### src/rtl/vga_timing_gen.sv
// VGA raster timing generator: counters, syncs, data window and pulses.
// Define VGA_TIMING_TRISTATE_EN to make h_cnt/v_cnt tristate inouts.
module vga_timing_gen #(
   parameter int H_ACTIVE = 640,
   parameter int H_FP     = 16,
   parameter int H_SYNC   = 96,
   parameter int H_BP     = 48,
   parameter int V_ACTIVE = 480,
   parameter int V_FP     = 10,
   parameter int V_SYNC   = 2,
   parameter int V_BP     = 33,
   parameter int DISP_W   = 512,
   parameter int DISP_H   = 480,
   parameter bit HS_POL   = 1'b0,
   parameter bit VS_POL   = 1'b0,
   parameter int CNT_W    = 10
) (
   input  logic             clk,
   input  logic             rst_n,
   input  logic             en,
   output logic             h_sync,
   output logic             v_sync,
   output logic             d_out,
   output logic             d_out_b,
   output logic             line_start,
   output logic             frame_start,
`ifdef VGA_TIMING_TRISTATE_EN
   inout  wire  [CNT_W-1:0] h_cnt,
   inout  wire  [CNT_W-1:0] v_cnt
`else
   output logic [CNT_W-1:0] h_cnt,
   output logic [CNT_W-1:0] v_cnt
`endif
);

   localparam int HT = H_ACTIVE + H_FP + H_SYNC + H_BP;
   localparam int VT = V_ACTIVE + V_FP + V_SYNC + V_BP;

   localparam logic [CNT_W-1:0] H_LAST = CNT_W'(HT - 1);
   localparam logic [CNT_W-1:0] V_LAST = CNT_W'(VT - 1);
   localparam logic [CNT_W-1:0] HS_BEG = CNT_W'(H_ACTIVE + H_FP);
   localparam logic [CNT_W-1:0] HS_END = CNT_W'(H_ACTIVE + H_FP + H_SYNC);
   localparam logic [CNT_W-1:0] VS_BEG = CNT_W'(V_ACTIVE + V_FP);
   localparam logic [CNT_W-1:0] VS_END = CNT_W'(V_ACTIVE + V_FP + V_SYNC);
   localparam logic [CNT_W-1:0] WIN_W  = CNT_W'(DISP_W);
   localparam logic [CNT_W-1:0] WIN_H  = CNT_W'(DISP_H);

   logic [CNT_W-1:0] hc;
   logic [CNT_W-1:0] vc;
   logic [CNT_W-1:0] h_q;
   logic [CNT_W-1:0] v_q;
   logic             hs_on;
   logic             vs_on;
   logic             in_win;

   always_ff @(posedge clk or negedge rst_n) begin
      if (!rst_n) begin
         hc <= '0;
         vc <= '0;
      end else if (en) begin
         if (hc == H_LAST) begin
            hc <= '0;
            vc <= (vc == V_LAST) ? '0 : vc + 1'b1;
         end else begin
            hc <= hc + 1'b1;
         end
      end
   end

   always_comb begin
      hs_on  = (hc >= HS_BEG) && (hc < HS_END);
      vs_on  = (vc >= VS_BEG) && (vc < VS_END);
      in_win = (hc < WIN_W) && (vc < WIN_H);
   end

   // Outputs sample the pre-edge counters: one enabled cycle of latency.
   always_ff @(posedge clk or negedge rst_n) begin
      if (!rst_n) begin
         h_sync      <= !HS_POL;
         v_sync      <= !VS_POL;
         d_out       <= 1'b0;
         d_out_b     <= 1'b1;
         line_start  <= 1'b0;
         frame_start <= 1'b0;
         h_q         <= '0;
         v_q         <= '0;
      end else if (en) begin
         h_sync      <= hs_on ? HS_POL : !HS_POL;
         v_sync      <= vs_on ? VS_POL : !VS_POL;
         d_out       <= in_win;
         d_out_b     <= !in_win;
         line_start  <= (hc == '0);
         frame_start <= (hc == '0) && (vc == '0);
         h_q         <= in_win ? hc : '0;
         v_q         <= in_win ? vc : '0;
      end
   end

`ifdef VGA_TIMING_TRISTATE_EN
   assign h_cnt = d_out ? h_q : 'z;
   assign v_cnt = d_out ? v_q : 'z;
`else
   assign h_cnt = h_q;
   assign v_cnt = v_q;
`endif

endmodule

### config.mk
export PLATFORM = sky130hd
export DESIGN_NAME = vga_timing_gen
export DESIGN_NICKNAME = d
export VERILOG_FILES = /design/src/rtl/vga_timing_gen.sv
export SDC_FILE = /design/constraint.sdc
export NUM_CORES = 1
export LEC_CHECK = 0
export CAP_MARGIN = 30
export CORE_UTILIZATION = 49
export CTS_CLUSTER_DIAMETER = 100
export CTS_CLUSTER_SIZE = 40
export DETAILED_ROUTE_END_ITERATION = 8
export GPL_ROUTABILITY_DRIVEN = 0
export HOLD_SLACK_MARGIN = 0.02
export PLACE_DENSITY = 0.73
export SYNTH_ARGS = -nofsm -noshare
export SYNTH_HDL_FRONTEND = slang
export SYNTH_SLANG_ARGS = --single-unit
export TNS_END_PERCENT = 20
### constraint.sdc
create_clock -name clk -period 4.8 [get_ports clk]
set_input_delay 0.96 -clock clk [delete_from_list [all_inputs] [get_ports clk]]
set_output_delay 0.96 -clock clk [all_outputs]
set_load 0.02 [all_outputs]
==> impl_metrics.csv <==
group,metric,value,unit
status,status,"completed",
layout,syn2layout_area_growth,18.6,%
critical_path,r2r-end,"vc[9]",
floorplan,dieArea,4560,sq um
sta,setup_viol,0,
pwr,p_sw_share,31.2,%
global_routing,grt_pass1_vias,1546,
layout,layout.cells.non_filler,262,
min_path,hold_path.class,"flop to flop",
critical_path,arrival,3.46,ns
clock_network,post_cts_buffers,0,
synth,synth_edf_count,0,
flow_run,maxCapViolations,0,
synth,synth_cell_type_count,41,
critical_path,rr_worst_depth,4,
sta,maxSlewHeadroom,56.5,%
placement,placed_cell_area,2380,sq um
layout,nNetsFinal,219,
synth,avgSynthCellArea,11.2,sq um
synth,synth_ff_type,"dfrtp_1",
sta,rsz0062_at_grt,"no",
critical_path,cp-end-kind,"flop",
layout,final_cell_mix,"dfrtp_1 (43), clkdlybuf4s50_1 (27), a22o_1 (18)",
synth,async_flop_share,100,%
sta,hold_viol,0,
sta,fin_crit_sh,67.1,%
synth,netlist_area,2100,sq um
layout,drive_gt1_share,9.91,%
min_path,hold_path_end,"d_out",
sta,tns,0,ns
critical_path,reg2reg_slack,2.98,ns
pwr,ir_drop,208,uV
clock_network,path_clk_slew,0.09,ns
layout,final_area,2490,sq um
sta,finalMaxSlewViolations,0,
clock_network,cts_resized,0,
global_routing,met3_usage,6.08,%
global_routing,antenna_found_initial,0,
min_path,min_path_cells,1,
min_path,hp-start,"d_out",
synth,syn_nets,195,
synth,ys_seq_area_share,54.9,%
floorplan,core_area,4060,sq um
clock_network,cts_buffer_depth,2,
routing,ant_nets,0,
pwr,clkPwrFrac,27.0,%
floorplan,initial_core_util,51.8,%
pwr,p_sw,275,uW
global_routing,grt_overflow_total,0,
placement,placed_cells,253,
pwr,comb_power_share,17.6,%
clock_network,cts_tree,"yes",
sta,finClkSkew,0.0106,ns
pwr,totalPowerFinal,882,uW
critical_path,crit_type,"input port to flop",
sta,fin_crit,3.22,ns
clock_network,cts-buffers-inserted,5,
synth,yosys_warnings,0,
routing,viasPerCell,6.02,
synth,ys_seq_elements,46,
routing,drtPass1Iterations,4,
layout,final_common_cell,"dfrtp_1",
pwr,sequentialPowerShare,55.4,%
routing,num_vias,1578,
synth,netlist_instances,187,
placement,hpwl,3150,um
floorplan,io_pins,29,
sta,worstMarginPinSlew,0.647,ns
global_routing,grt_pass1_wl,7760,um
global_routing,grt.busiest_layer,"met2",
global_routing,grt_max_degree,47,
layout,insertedDiodeCount,0,
sta,timing.fmax,0.310,GHz
clock_network,hold_buffers,0,
routing,drt-wirelength-per-cell,18.0,um
floorplan,placementRows,23,
pwr,p_per_area,354,nW/um^2
routing,finalWirelength,4710,um
placement,io_buffers,28,
global_routing,grtUsageMet2,34.8,%
sta,fin_hold_ws,0.487,ns
critical_path,start_kind,"input port",
routing,initialDrtViolationCount,99,
clock_network,cts_root_buffer,"clkbuf_8",
critical_path,crit_fanout,22,
critical_path,reg2reg_from,"hc[6]",
routing,drc_errors,0,
clock_network,worst_skew_pair.late_latency,0.30,ns
floorplan,die_y,67.5,um
floorplan,die_w,67.5,um
clock_network,clock_sinks,46,
critical_path,crit_required,5.04,ns
global_routing,grt_use_total,23.4,%
clock_network,h-tree-depth,2,
pwr,p_leak,1.08,nW
pwr,power.internal,607,uW
global_routing,met1_usage,32.8,%
==> worst max-delay path, stage by stage <==
cell	delay (ns)
clkdlybuf4s50_1	0.86
inv_1	0.49
nor4_2	0.67
buf_4	0.31
a22o_1	0.16
==> metal layers <==
| layer | share of wire, % | routed length [um] | vias up |
|---|---|---|---|
| met1 | 47 | 2230 | 790 |
| met5 | 0 | 0 | - |
| li1 | - | - | 727 |
| met4 | 1.1 | 54 | 0 |
| met2 | 47 | 2190 | 55 |
| met3 | 5.0 | 234 | 6 |
==> final cells by class <==
class	instances	area (sq um)
Clock buffer	5	68.8
Multi-Input combinational cell	120	846
Inverter	8	30.0
Clock inverter	3	21.3
Sequential cell	46	1150
Fill cell	334	1560
Tap cell	50	62.6
Timing Repair Buffer	30	310
==> Yosys cell counts (all sizes together) (4+ instances only) <==
cell type,count,area (sq um)
a22o,19,168
o31ai,6,45.0
xnor2,5,43.8
ha,5,62.6
nor3,4,20.0
nand4,5,31.3
nand2,8,37.5
and3,6,38.8
and4,4,36.3
nand3,11,55.1
nor2,10,37.5
buf,6,48.8
clkbuf,7,28.8
inv,8,30.0
dfrtp,43,1080
o21ai,10,50.1
==> power groups by stage <==
stage,sequential (mW),combinational (mW),clock [mW]
2_1_floorplan,0.493,0.0839,0
3_3_place_gp,0.491,0.147,0
3_5_place_dp,0.494,0.153,0
4_1_cts,0.488,0.154,0.242
5_1_grt,0.496,0.172,0.261
6_report,0.489,0.156,0.238
==> through the flow <==
step / utilization [%] / worst slack, ns
after global routing: 61.5 / 1.44
after detailed placement: 58.6 / 1.32
after global placement: 58.6 / 1.50
after floorplan: - / 2.72
after CTS: 60.8 / 1.64
final: 61.5 / 1.58
==> state kept, by name, summed over array words and instances (netlist names) <==
register and flops:
frame_start 1, d_out 1, hc 10, h_cnt 10, v_cnt 10, h_sync 1
line_start 1, d_out_b 1, vc 10, v_sync 1
==> logic make-up after synthesis <==
kind of cell,count (synthesis),share of synthesized area [%]
compound gates,46,16.2
xor+xnor,6,2.50
fa+ha+maj,5,2.98
buf+inv,21,5.12
flops,46,54.9
mux,2,0.952
simple gates,61,17.3
==> worst max path at each step <==
stage	from	endpoint	slack [ns]	depth (start not counted)
global route	en	h_cnt[3]	1.44	5
detailed placement	en	h_cnt[3]	1.32	5
finish	en	h_cnt[3]	1.58	5
CTS	en	h_cnt[3]	1.64	5
global placement	en	v_cnt[8]	1.50	5
floorplan	en	vc[9]	2.72	6
(Power assumes the default switching activity.)
